[config.mk]
export PLATFORM = sky130hd
export DESIGN_NAME = seq_tracker
export DESIGN_NICKNAME = d
export VERILOG_FILES = /design/src/rtl/seq_tracker.sv
export SDC_FILE = /design/constraint.sdc
export NUM_CORES = 1
export LEC_CHECK = 0
export BUFFER_PORTS_ARGS = -buffer_cell sky130_fd_sc_hd__buf_2
export CORE_ASPECT_RATIO = 2
export CORE_MARGIN = 5
export CORE_UTILIZATION = 55
export DETAILED_ROUTE_END_ITERATION = 10
export GPL_TIMING_DRIVEN = 0
export PLACE_DENSITY = 0.77
export SLEW_MARGIN = 15
export SYNTH_ARGS = -nofsm -noshare
export SYNTH_HDL_FRONTEND = slang
export SYNTH_SLANG_ARGS = --single-unit
[constraint.sdc]
create_clock -name clk -period 3.5 [get_ports clk]
set_input_delay 1.05 -clock clk [delete_from_list [all_inputs] [get_ports clk]]
set_output_delay 1.05 -clock clk [all_outputs]
set_load 0.03 [all_outputs]
[src/rtl/seq_tracker.sv]
// rtl/seq_tracker.sv - decodes the scrambled display sequence and tracks lock, direction and step errors
module seq_tracker #(
    parameter int LOCK_CNT = 3,
    parameter int LOSS_CNT = 2,
    parameter int ERR_W    = 8
) (
    input  logic             clk,
    input  logic             rst,
    input  logic             ce,
    input  logic [3:0]       seq_in,
    input  logic             clr_err,
    output logic [3:0]       pos,
    output logic             pos_valid,
    output logic             locked,
    output logic             dir,
    output logic             step_err,
    output logic [ERR_W-1:0] err_cnt
);

    localparam logic [1:0] ST_IDLE   = 2'd0;
    localparam logic [1:0] ST_HUNT   = 2'd1;
    localparam logic [1:0] ST_LOCKED = 2'd2;

    localparam logic [3:0] LOCK_N = 4'(LOCK_CNT);
    localparam logic [3:0] LOSS_N = 4'(LOSS_CNT);

    function automatic logic [3:0] decode(input logic [3:0] v);
        case (v)
            4'h0: decode = 4'h9;
            4'h1: decode = 4'h1;
            4'h2: decode = 4'hD;
            4'h3: decode = 4'hB;
            4'h4: decode = 4'h8;
            4'h5: decode = 4'h7;
            4'h6: decode = 4'h6;
            4'h7: decode = 4'h0;
            4'h8: decode = 4'h2;
            4'h9: decode = 4'h3;
            4'hA: decode = 4'hF;
            4'hB: decode = 4'hE;
            4'hC: decode = 4'h4;
            4'hD: decode = 4'hC;
            4'hE: decode = 4'hA;
            default: decode = 4'h5;
        endcase
    endfunction

    logic [1:0] state;
    logic [3:0] prev_idx;
    logic [3:0] good_cnt;
    logic [3:0] bad_cnt;
    logic       cand_dir;

    logic [3:0] idx;
    logic [3:0] delta;
    logic       is_up;
    logic       is_down;
    logic       is_hold;
    logic       is_step;
    logic [3:0] hunt_good;
    logic [3:0] bad_next;

    always_comb begin
        idx       = decode(seq_in);
        delta     = idx - prev_idx;
        is_up     = (delta == 4'h1);
        is_down   = (delta == 4'hF);
        is_hold   = (delta == 4'h0);
        is_step   = is_up | is_down;
        // An opposing step restarts the run at one rather than zero: it is itself a good step.
        hunt_good = ((good_cnt == 4'd0) || (is_up == cand_dir)) ? good_cnt + 4'd1 : 4'd1;
        bad_next  = bad_cnt + 4'd1;
    end

    assign pos_valid = locked;

    always_ff @(posedge clk or posedge rst) begin
        if (rst) begin
            state    <= ST_IDLE;
            prev_idx <= 4'h0;
            good_cnt <= 4'd0;
            bad_cnt  <= 4'd0;
            cand_dir <= 1'b1;
            pos      <= 4'h0;
            locked   <= 1'b0;
            dir      <= 1'b1;
            step_err <= 1'b0;
            err_cnt  <= '0;
        end else begin
            step_err <= 1'b0;
            if (ce) begin
                prev_idx <= idx;
                pos      <= idx;
                case (state)
                    ST_IDLE: begin
                        good_cnt <= 4'd0;
                        state    <= ST_HUNT;
                    end
                    ST_HUNT: begin
                        if (is_step) begin
                            good_cnt <= hunt_good;
                            cand_dir <= is_up;
                            if (hunt_good == LOCK_N) begin
                                state   <= ST_LOCKED;
                                locked  <= 1'b1;
                                dir     <= is_up;
                                bad_cnt <= 4'd0;
                            end
                        end else if (!is_hold) begin
                            good_cnt <= 4'd0;
                        end
                    end
                    ST_LOCKED: begin
                        if (is_step) begin
                            dir     <= is_up;
                            bad_cnt <= 4'd0;
                        end else if (!is_hold) begin
                            step_err <= 1'b1;
                            bad_cnt  <= bad_next;
                            if (err_cnt != {ERR_W{1'b1}})
                                err_cnt <= err_cnt + ERR_W'(1);
                            if (bad_next == LOSS_N) begin
                                state    <= ST_HUNT;
                                locked   <= 1'b0;
                                good_cnt <= 4'd0;
                            end
                        end
                    end
                    default: state <= ST_IDLE;
                endcase
            end
            if (clr_err)
                err_cnt <= '0;
        end
    end

endmodule

# == Word level (Yosys, flattened, before mapping) ==
# Memory sizes are Yosys's and may differ from the RTL's.
# Cells that the tools add are included.
# op_classes
n_addsub,4
eq_ne,18
muxes,38
bitwise,1
n_reduce_logical,16
# ops
cell,n
8-bit two-way mux,6
4-bit two-way mux,10
"2-bit != test, second input constant",8
5-bit AND reduction,3
1-bit two-way mux,12
4-bit case mux with 3 select lines,1
6-bit AND reduction,2
2-bit two-way mux,5
"4-bit by 1-bit adder with 4-bit output, second input constant",2
"8-bit by 1-bit adder with 8-bit output, second input constant",1
"4-bit by 2-bit == test with 1-bit output, second input constant",2
4-bit logical NOT,2
"8-bit != test, second input constant",1
4-bit case mux with 2 select lines,1
2-bit nonzero test,4
7-bit AND reduction,1
"3-bit != test, second input constant",2
2-bit case mux with 3 select lines,1
"4-bit by 1-bit == test with 1-bit output, second input constant",1
"4-bit == test, second input constant",1
1-bit case mux with 2 select lines,2
4-bit subtractor,1
3-bit AND reduction,1
3-bit nonzero test,1
other kinds (6),6
# word_totals
regBits,26
romBits,64
word_cells,87
n_memories,1
# memory_table
name,depth,width,read_ports,rd_ports_with_merged_regs,wr,line_no,rtl
(no name shown),16,4,1,0,0,28,case (v)

# == Longest topological paths before layout ==
# Gate-level depths: netlist (run 1).
# An unclocked memory read counts as a cell.
# logic_depth
depth_word,10
ltp_mapped,14
ltp_nobuf,14

# == Worst setup path after synthesis (run 1) ==
# OpenSTA, ideal clock, no wires.
# synth_path
path_kind,input -> register
start,in seq_in[0]
end,reg err_cnt[7]
setup_time_ns,0.125
arrival_ns,4.200
slack_ns,-0.825
cell_stages,13
path_buffers,0
path_cell_list,inv_1 ha_1 nand2_1 o21ai_0 o21ai_0 ha_1 and3b_1 a211oi_1 xor3_2 a2111o_1 nor3_1 and3_1 mux2_2
# synth_between
elab_chain_len,6
elab_cells_between_ends,9
cone_classes,add/sub (1); eq/ne (4); bitwise (1); reduce/logical (2); memory (1)
# synth_lines
element,line_no,rtl
from (decl),10,"input logic [3:0] seq_in,"
memory read 16 x 4 bit (*),--,
named net idx[2],54,logic [3:0] idx;
4-bit subtractor (*),65,delta = idx - prev_idx;
4-bit by 1-bit == test with 1-bit output or 4-bit == test (tied branches),"66, 67",
1-bit bitwise OR,69,is_step = is_up | is_down;
2-bit != test (no source line),--,
5-bit AND reduction (no source line) (*),--,
to (signal assigned),121,err_cnt <= err_cnt + ERR_W'(1);
to (decl),17,output logic [ERR_W-1:0] err_cnt
# Mark *: on every way through the listed nets, which the timed path passes. The rest lies on a longest branch.
# A chain may end at the register's enable or synchronous reset.

# == Worst setup path after layout (run 1) ==
# Ends and elaborated chain as after synthesis.

==> results.toml, run 1 <==
[synthesis]
synth_commonest_cells = "dfrtp_1 (24), nand2_1 (19), nor2_1 (17)"
ys_seq_elements = 26
yosysMostFrequentCell = "dfrtp_1"
synthCells = 198
yosysTopAreaCellShare_pct = 33.1
synth_ff_type = "dfrtp_1"
synth-edff-count = 0
synth-async-reset-ratio_pct = 100
yosysTopAreaCell = "dfrtp_1"
synth_nets = 219
synth_area_per_cell_um2 = 9.17
syn_area_um2 = 1820
synth-seq-area-share_pct = 36.0
synthDistinctLibCells = 55
netlist_top_cells_area = "dfrtp_1 (33%), ha_1 (8.3%), nand2_1 (3.9%), o21ai_0 (3.6%), nor2_1 (3.5%)"
yosysWarnings = 0

[cells_and_area]
diodes = 0
fin_nets = 263
nFillCells = 212
final_area_um2 = 2480
layout-drive-gt1-share_pct = 37.3
areaGrowthSynthToFinish_pct = 36.8

[grt]
antenna_found_initial = 0
grt-ovfl-total = 0
grt_pass1_wl_mm = 8.25
first_global_vias = 1798
grt_max_degree = 27
grt_usage_pct = 22.4

[floorplanning]
rows = 29
io_pins = 24
fp.coreArea_um2 = 3190
start_util_pct = 56.9
dieArea_um2 = 4620
chipWidth_um = 50.6
fp.dieH_um = 91.3

[place]
dp_hpwl_mm = 3.34
port_buffers = 21
placed_area_um2 = 2000
gp_congestion = 0.803

[timing]
holdWs_ps = 503
fin_skew_ps = 2.82
rsz0062_at_grt = "yes"
report.final.slew_viol_count = 0
hold_viol_final = 0
tightest_slew_ps = 1010
period_minus_slack_ps = 4010
min_period_over_period_pct = 115
max_freq_mhz = 249
max_slew_margin_pct = 32.9
fin_ws_ps = -512
setup_violations = 22

[route]
drt-vias-per-instance = 6.27
drt_pre_antenna_iters = 4
drtIter0Drc = 50
via_count = 1705
wl_mm = 4.98
wire_per_inst_um = 18.3
ant_nets = 0
drc = 0

[critical_path]
critPathLaunchType = "input pin"
worstSetupStartpoint = "seq_in[0]"
cp_slowest_stage_delay_ps = 590
cp-endpoint = "err_cnt[7]"
reg2reg_depth = 9
cp.required_ps = 3670
endpoint_kind = "flip-flop"
reg2reg_from = "prev_idx[1]"
crit_arrival_ps = 4190
timing.rr.end = "err_cnt[7]"
crit_fanout = 8
path_class = "input pin to flip-flop"
path_cells = "buf_8, inv_6, ha_4, nand2_2, o21a_1, o22a_1, ha_1, and3b_2, a211oi_4, xor3_2, a2111o_2, nor3_2, and3_1, mux2_4"
crit_slowest_cell = "a2111o_2"
r2r_setup_slack_ps = 470

[clocking]
cts_buffer_depth = 2
clock_latency_ps = 280
cts_tree = "yes"
numCtsBuffers = 3
htreeDepth = 1
clock-sinks = 26
cts_hold_buf = 0
clk_pin_slew_ps = 90
cts_root_buffer = "clkbuf_8"

[worst_hold_path]
hold_class = "flip-flop to flip-flop"
hold_depth = 2

[pwr]
peakVddDrop_mv = 0.400
p_leak_nw = 1.11
powerDensity_nw_per_um2 = 498
power_w = 0.00124

[run_status]
status = "finished with violations"
violations = "setup timing"

[flow_run]
drv_cap = 0
[layout make-up]
type,instances,area [µm²],share of cell area [%]
Multi-Input combinational cell,151,1340,53.9
Sequential cell,26,653,26.3
Timing Repair Buffer,39,283,11.4
Inverter,15,61.3,2.47
Clock buffer,3,41.3,1.66
Tap cell,31,38.8,1.56
Buffer,6,37.5,1.51
Clock inverter,1,30.0,1.21
[cells in the final DEF, fill, tap and decap left out, types with 3 or more instances in the layout]
| cell type | instances |
|---|---|
| inv_1 | 12 |
| buf_6 | 6 |
| buf_4 | 13 |
| nor3_2 | 4 |
| nor2b_1 | 6 |
| clkbuf_8 | 3 |
| o21ai_0 | 4 |
| nand2b_1 | 3 |
| buf_2 | 19 |
| nor3_1 | 3 |
| buf_8 | 3 |
| clkbuf_1 | 3 |
| xnor2_1 | 7 |
| nand3_1 | 9 |
| ha_1 | 11 |
| nand2_1 | 16 |
| dfrtp_1 | 24 |
| a21oi_1 | 3 |
| o21ai_1 | 7 |
| nor2_1 | 15 |
[kinds of logic (layout without fill, tap and decap cells)]
family | count (synthesis) | count (layout) | share of synthesized area (%)
compound gates | 43 | 43 | 18.1
buf+inv | 21 | 64 | 4.62
xor+xnor | 9 | 9 | 5.24
simple gates | 82 | 82 | 24.4
mux | 4 | 4 | 2.34
fa+ha+maj | 13 | 13 | 9.37
flops | 26 | 26 | 36.0
[through the flow]
stage	util [%]	setup WS (ps)	instances	setup TNS (ps)
final	77.8	-512	272	-9100
after detailed placement	62.6	-1240	250	-23130
after global routing	77.8	-658	272	-11800
after CTS	74.6	-588	269	-9770
after global placement	62.6	-1110	250	-19800
after floorplan	-	-539	198	-8100
[how the worst min path moves through the flow]
| stage | to | slack (ps) | startpoint |
|---|---|---|---|
| 2_1_floorplan | bad_cnt[3] | 470 | bad_cnt[3] |
| 3_3_place_gp | bad_cnt[3] | 490 | bad_cnt[3] |
| 3_5_place_dp | dir | 510 | dir |
| 4_1_cts | cand_dir | 510 | cand_dir |
| 5_1_grt | cand_dir | 530 | cand_dir |
| 6_report | cand_dir | 500 | cand_dir |
[flip-flops by register name, summed over array words and instances, names as in the netlist]
name      count
cand_dir      1
state         2
step_err      1
good_cnt      4
locked        1
err_cnt       8
dir           1
bad_cnt       4
prev_idx      4
[critical path: cells and delay by family]
kind	cells	cell delay (ps)
compound gates	4	1100
simple gates	4	700
fa+ha+maj	2	560
xor+xnor	1	340
mux	1	300
buf+inv	2	120
[layer usage]
| metal | GRT usage [%] | up-vias | wire [µm] |
|---|---|---|---|
| met5 | 0 | - | 0 |
| met4 | 8.74 | 0 | 111 |
| met3 | 2.30 | 13 | 224 |
| met2 | 41.8 | 58 | 2970 |
| met1 | 24.4 | 829 | 1670 |
| li1 | - | 805 | - |
[what timing repair did]
item / CTS / global route
setup buffers: 15 / 4
endpoints found under the setup margin: 22 / 22
resized for setup: 47 / 19
pin swaps: 22 / 15
[power by group]
group	switching (W)	leakage (nW)	internal [W]	total, W
Clock	0.000104	0.0357	0.000153	0.000257
Sequential	0.0000529	0.335	0.000348	0.000401
Combinational	0.000330	0.743	0.000249	0.000579
Total	0.000487	1.11	0.000750	0.00124
(Power assumes the default switching activity.)
==> run 2: changes to the inputs <==
--- a/config.mk
+++ b/config.mk
@@ -8,10 +8,9 @@
 export BUFFER_PORTS_ARGS = -buffer_cell sky130_fd_sc_hd__buf_2
 export CORE_ASPECT_RATIO = 2
 export CORE_MARGIN = 5
-export CORE_UTILIZATION = 55
+export CORE_UTILIZATION = 57
 export DETAILED_ROUTE_END_ITERATION = 10
-export GPL_TIMING_DRIVEN = 0
-export PLACE_DENSITY = 0.77
+export PLACE_DENSITY = 0.79
 export SLEW_MARGIN = 15
 export SYNTH_ARGS = -nofsm -noshare
 export SYNTH_HDL_FRONTEND = slang
==> run 2 against run 1 <==
  * Core utilization grew 3.4 points
  * Clock-buffer cell count is the same
  * Sequential power is essentially flat
  * The flow still finishes with violations (setup timing)
  * Die area shrank 3.0%
  * Global-route usage grew 2.7 points
  * Critical endpoint is now good_cnt[2]
  * Largest cell class unchanged
==> results.toml, run 2 (synthesized netlist as in run 1, its figures left out) <==
[clocking]
clock-sinks = 26
clk_pin_slew_ps = 90
numCtsBuffers = 3
cts_root_buffer = "clkbuf_8"
cts_tree = "yes"
clock_latency_ps = 280
cts_buffer_depth = 2
cts_hold_buf = 0
htreeDepth = 1

[timing]
hold_viol_final = 0
min_period_over_period_pct = 114
holdWs_ps = 504
rsz0062_at_grt = "yes"
setup_violations = 22
fin_skew_ps = 6.47
tightest_slew_ps = 968
period_minus_slack_ps = 3990
max_slew_margin_pct = 35.4
fin_ws_ps = -492
max_freq_mhz = 250
report.final.slew_viol_count = 0

[worst_hold_path]
hold_class = "flip-flop to flip-flop"

[floorplanning]
chipWidth_um = 49.9
dieArea_um2 = 4480
rows = 29
io_pins = 24
fp.coreArea_um2 = 3120
start_util_pct = 58.2
fp.dieH_um = 89.8

[cells_and_area]
final_util_pct = 81.2
fin_cells = 284
final_area_um2 = 2530
areaGrowthSynthToFinish_pct = 39.5
largest_register = "err_cnt"
layout-drive-gt1-share_pct = 39.9
nFillCells = 176
largest_reg_flops = 8
most-common-layout-cells = "dfrtp_1 (24), buf_4 (24), buf_2 (21)"
fin_nets = 275
diodes = 0

[critical_path]
cp.buffers_inverters = 6
crit_fanout = 5
critPathTopFamily = "compound AO/OA/AOI/OAI gates"
cp_slowest_stage_delay_ps = 490
critPathLaunchType = "input pin"
path_cells = "buf_8, inv_4, ha_4, nand2_2, o21a_1, o22a_1, buf_4, inv_1, fa_1, xor2_2, nor3_2, nor4b_2, a2111o_1, o31ai_4, buf_4, buf_6, o31ai_1, a22o_1"
crit_arrival_ps = 4160
crit_top_cell = "buf_4"
path_class = "input pin to flip-flop"
endpoint_kind = "flip-flop"
crit_slowest_cell = "a2111o_1"
cp.required_ps = 3660

[flow_run]
drv_cap = 0

[grt]
grt_usage_pct = 25.1
grt_pass1_wl_mm = 9.05
grt-ovfl-total = 0
grt_max_degree = 27
first_global_vias = 1975
antenna_found_initial = 0

[route]
drt_pre_antenna_iters = 4
ant_nets = 0
via_count = 1824
drc = 0
wire_per_inst_um = 19.0
drt-vias-per-instance = 6.42
wl_mm = 5.41
drtIter0Drc = 99

[place]
placed_area_um2 = 2140
dp_hpwl_mm = 3.52
port_buffers = 23
gp_congestion = 0.832
placed_cells = 268

[pwr]
peakVddDrop_mv = 0.322
power_w = 0.00123
powerDensity_nw_per_um2 = 485
p_leak_nw = 1.18

[run_status]
status = "finished with violations"
violations = "setup timing"
## run 2: final cells by class
class	count	area (µm²)	share of cell area [%]
tap	31	38.8	1.53
multi-input combinational	151	1280	50.4
sequential	26	653	25.8
clock buffer	3	41.3	1.63
timing repair buffer	57	433	17.1
clock inverter	1	30.0	1.19
inverter	15	58.8	2.32
## run 2: worst reg2reg max path: stages (launching register included)
cell and delay, ps:
dfrtp_1 420, ha_1 240, fa_1 420, xor2_2 260, nor3_2 90, nor4b_2 170, a2111o_1 490, o31ai_4 300
buf_4 170, buf_6 90, o31ai_1 60, a22o_1 190
## run 2: path summary, 6_finish.rpt
| kind | cells past startpoint | endpoint | slack (ps) | from |
|---|---|---|---|---|
| max in group asynchronous | 2 | prev_idx[3] | 1920 | rst |
| min in group asynchronous | 2 | bad_cnt[3] | 980 | rst |
| worst min-delay path | 2 | cand_dir | 500 | cand_dir |
| worst max-delay path | 18 | good_cnt[2] | -490 | seq_in[0] |
| worst max register to register | 11 | good_cnt[2] | 480 | prev_idx[0] |
| worst min register to register | 2 | cand_dir | 500 | cand_dir |
## run 2: power breakdown
part	total [W]	internal (W)	switching [W]	leakage [nW]
registers	0.000403	0.000348	0.0000547	0.335
clock network	0.000253	0.000153	0.0000997	0.0357
logic	0.000572	0.000256	0.000316	0.807
total	0.00123	0.000757	0.000470	1.18
## run 2: repair_timing
action	CTS	global route
setup endpoints to repair	22	22
gates resized for setup	40	17
pin swaps	17	16
buffers inserted	9	4
## run 2: metrics by stage
stage	setup TNS (ps)	setup slack, ps
after floorplan	-8100	-539
after global placement	-12040	-679
after detailed placement	-15360	-861
after CTS	-7230	-469
after global routing	-9930	-611
final	-7260	-492
## run 2: layer usage
metal  part of all wire (%)  track usage (%)  vias up
met5                      0                0        -
met4                    5.3             14.9        0
met3                    4.5             3.31       33
met2                     56             44.6       75
met1                     34             26.7      890
li1                       -                -      826
==> run 3: changes to the inputs <==
--- a/config.mk
+++ b/config.mk
@@ -5,12 +5,13 @@
 export SDC_FILE = /design/constraint.sdc
 export NUM_CORES = 1
 export LEC_CHECK = 0
+export ABC_AREA = 1
 export BUFFER_PORTS_ARGS = -buffer_cell sky130_fd_sc_hd__buf_2
 export CORE_ASPECT_RATIO = 2
 export CORE_MARGIN = 5
-export CORE_UTILIZATION = 57
+export CORE_UTILIZATION = 52
 export DETAILED_ROUTE_END_ITERATION = 10
-export PLACE_DENSITY = 0.79
+export PLACE_DENSITY = 0.73
 export SLEW_MARGIN = 15
 export SYNTH_ARGS = -nofsm -noshare
 export SYNTH_HDL_FRONTEND = slang
==> constraint.sdc (replaced) <==
create_clock -name clk -period 5 [get_ports clk]
set_input_delay 1.5 -clock clk [delete_from_list [all_inputs] [get_ports clk]]
set_output_delay 1.5 -clock clk [all_outputs]
set_load 0.03 [all_outputs]
==> run 3 against run 2 <==
  * The flow now finishes without violations
  * First-iteration DRC count down 75%
  * Clock-buffer cell count stayed put
  * Final area down 15%
==> results.toml, run 3 <==
[route]
drt_pre_antenna_iters = 4
wire_per_inst_um = 12.3
via_count = 1722
ant_nets = 0
drc = 0
drtIter0Drc = 25
wl_mm = 4.06
drt-vias-per-instance = 5.20

[grt]
first_global_vias = 1777
grt_pass1_wl_mm = 7.45
grt-ovfl-total = 0
antenna_found_initial = 0
grt_usage_pct = 19.2
grt_max_degree = 27

[synthesis]
syn_area_um2 = 1920
yosysTopAreaCell = "dfrtp_1"
yosysMostFrequentCell = "nand2_1"
synthCells = 259
netlist_top_cells_area = "dfrtp_1 (31%), nand2_1 (15%), ha_1 (7.8%), inv_1 (5.5%), nand3_1 (5.2%)"
synth_commonest_cells = "nand2_1 (76), inv_1 (28), dfrtp_1 (24), nor2_1 (24), nand3_1 (20)"
ys_seq_elements = 26
synth_area_per_cell_um2 = 7.43
synth_ff_type = "dfrtp_1"
synth-edff-count = 0
synth-async-reset-ratio_pct = 100
synth-seq-area-share_pct = 33.9
synthDistinctLibCells = 32
synth_nets = 280
yosysTopAreaCellShare_pct = 31.2
yosysWarnings = 0

[critical_path]
critPathLaunchType = "input pin"
worstSetupStartpoint = "seq_in[0]"
endpoint_kind = "flip-flop"
cp.required_ps = 5210
crit_arrival_ps = 4220
crit_fanout = 6
path_class = "input pin to flip-flop"
reg2reg_from = "prev_idx[0]"

[clocking]
htreeDepth = 1
numCtsBuffers = 3
clk_pin_slew_ps = 90
cts_buffer_depth = 2
cts_tree = "yes"
cts_hold_buf = 0
cts_root_buffer = "clkbuf_8"
cts.repair.resized = 0
clock_latency_ps = 270
cts_setup_buffers = 0
clock-sinks = 26

[floorplanning]
dieArea_um2 = 5090
fp.dieH_um = 96.0
rows = 31
chipWidth_um = 53.0
io_pins = 24
fp.coreArea_um2 = 3610
start_util_pct = 53.3

[pwr]
p_leak_nw = 1.14
powerDensity_nw_per_um2 = 367
peakVddDrop_mv = 0.417

[cells_and_area]
final_common_cell = "nand2_1"
multi_input_area_um2 = 1130
most-common-layout-cells = "nand2_1 (76), inv_1 (28), nor2_1 (24), dfrtp_1 (24), buf_2 (23)"
diodes = 0
largest_reg_flops = 8
final-seq-area_um2 = 653
largest_register = "err_cnt"
nFillCells = 362
areaGrowthSynthToFinish_pct = 11.5
layout-drive-gt1-share_pct = 19.5
fin_nets = 304
final_area_um2 = 2150

[timing]
hold_viol_final = 0
rsz0062_at_grt = "no"
min_period_over_period_pct = 80.2
fin_skew_ps = 6.27
finalSetupTns_ps = 0
tightest_slew_ps = 969
max_slew_margin_pct = 35.3
period_minus_slack_ps = 4010
setup_violations = 0
max_freq_mhz = 249
report.final.slew_viol_count = 0

[run_status]
status = "completed"

[place]
port_buffers = 23
placed_area_um2 = 2070
dp_hpwl_mm = 3.29
gp_congestion = 0.790

[worst_hold_path]
worstHoldStart = "dir"
hold_class = "flip-flop to flip-flop"

[flow_run]
drv_cap = 0
-- run 3: worst paths after layout --
check / to / slack [ps] / cells after the start
setup / recovery: good_cnt[1] / 990 / 15
hold / removal: dir / 470 / 2
setup reg to reg: good_cnt[1] / 2590 / 9
hold reg to reg: dir / 470 / 2
max in group asynchronous: state[0] / 2980 / 2
min in group asynchronous: prev_idx[2] / 1430 / 2
-- run 3: kinds of logic (layout without fill, tap and decap cells) --
| kind of cell | count (synthesis) | in the layout | synth area share, % |
|---|---|---|---|
| and+or+nand+nor | 156 | 156 | 39.3 |
| buffers and inverters | 34 | 57 | 7.22 |
| DFF | 26 | 26 | 33.9 |
| AOI/OAI and AO/OA | 22 | 22 | 7.09 |
| adders and majority gates | 13 | 13 | 8.84 |
| xor gates and xnor gates | 8 | 8 | 3.64 |
-- run 3: metal layers --
layer	track usage (%)	share of wire [%]	vias up
met1	19.6	39	801
met4	8.96	2.8	0
met5	0	0	-
li1	-	-	889
met2	37.1	57	22
met3	1.55	1.9	10
-- run 3: cell type report --
type                       instances  share of cell area, %
multi-input combinational        199                   52.8
tap                               49                   2.86
inverter                          30                   5.25
clock inverter                     1                   1.40
sequential                        26                   30.4
timing repair buffer              23                   5.36
clock buffer                       3                   1.92
-- run 3: power by group --
| group | internal, W | leakage, nW | total [W] | switching, W |
|---|---|---|---|---|
| sequential | 0.000247 | 0.342 | 0.000274 | 0.0000265 |
| combinational | 0.000102 | 0.766 | 0.000340 | 0.000238 |
| clock | 0.000107 | 0.0357 | 0.000175 | 0.0000676 |
-- run 3: metrics by stage --
stage	std cells	hold WS, ps	setup slack (ps)	power, W	utilization [%]
global placement	327	452	770	0.000611	57.5
detailed placement	327	456	673	0.000618	57.5
floorplan	259	461	1120	0.000548	-
CTS	331	471	970	0.000795	59.5
finish	331	467	990	0.000788	59.5
global route	331	488	698	0.000851	59.5
-- run 3: critical path: stages --
cell     delay, ps
buf_2          110
inv_1           60
ha_1           300
nand2_1        120
nand2_1         80
o22ai_1        230
inv_1          100
fa_1           410
xor2_1         350
nand4_2        280
nand2_2        180
nand2_1        100
inv_1          150
nand3_1        110
o21ai_1        140
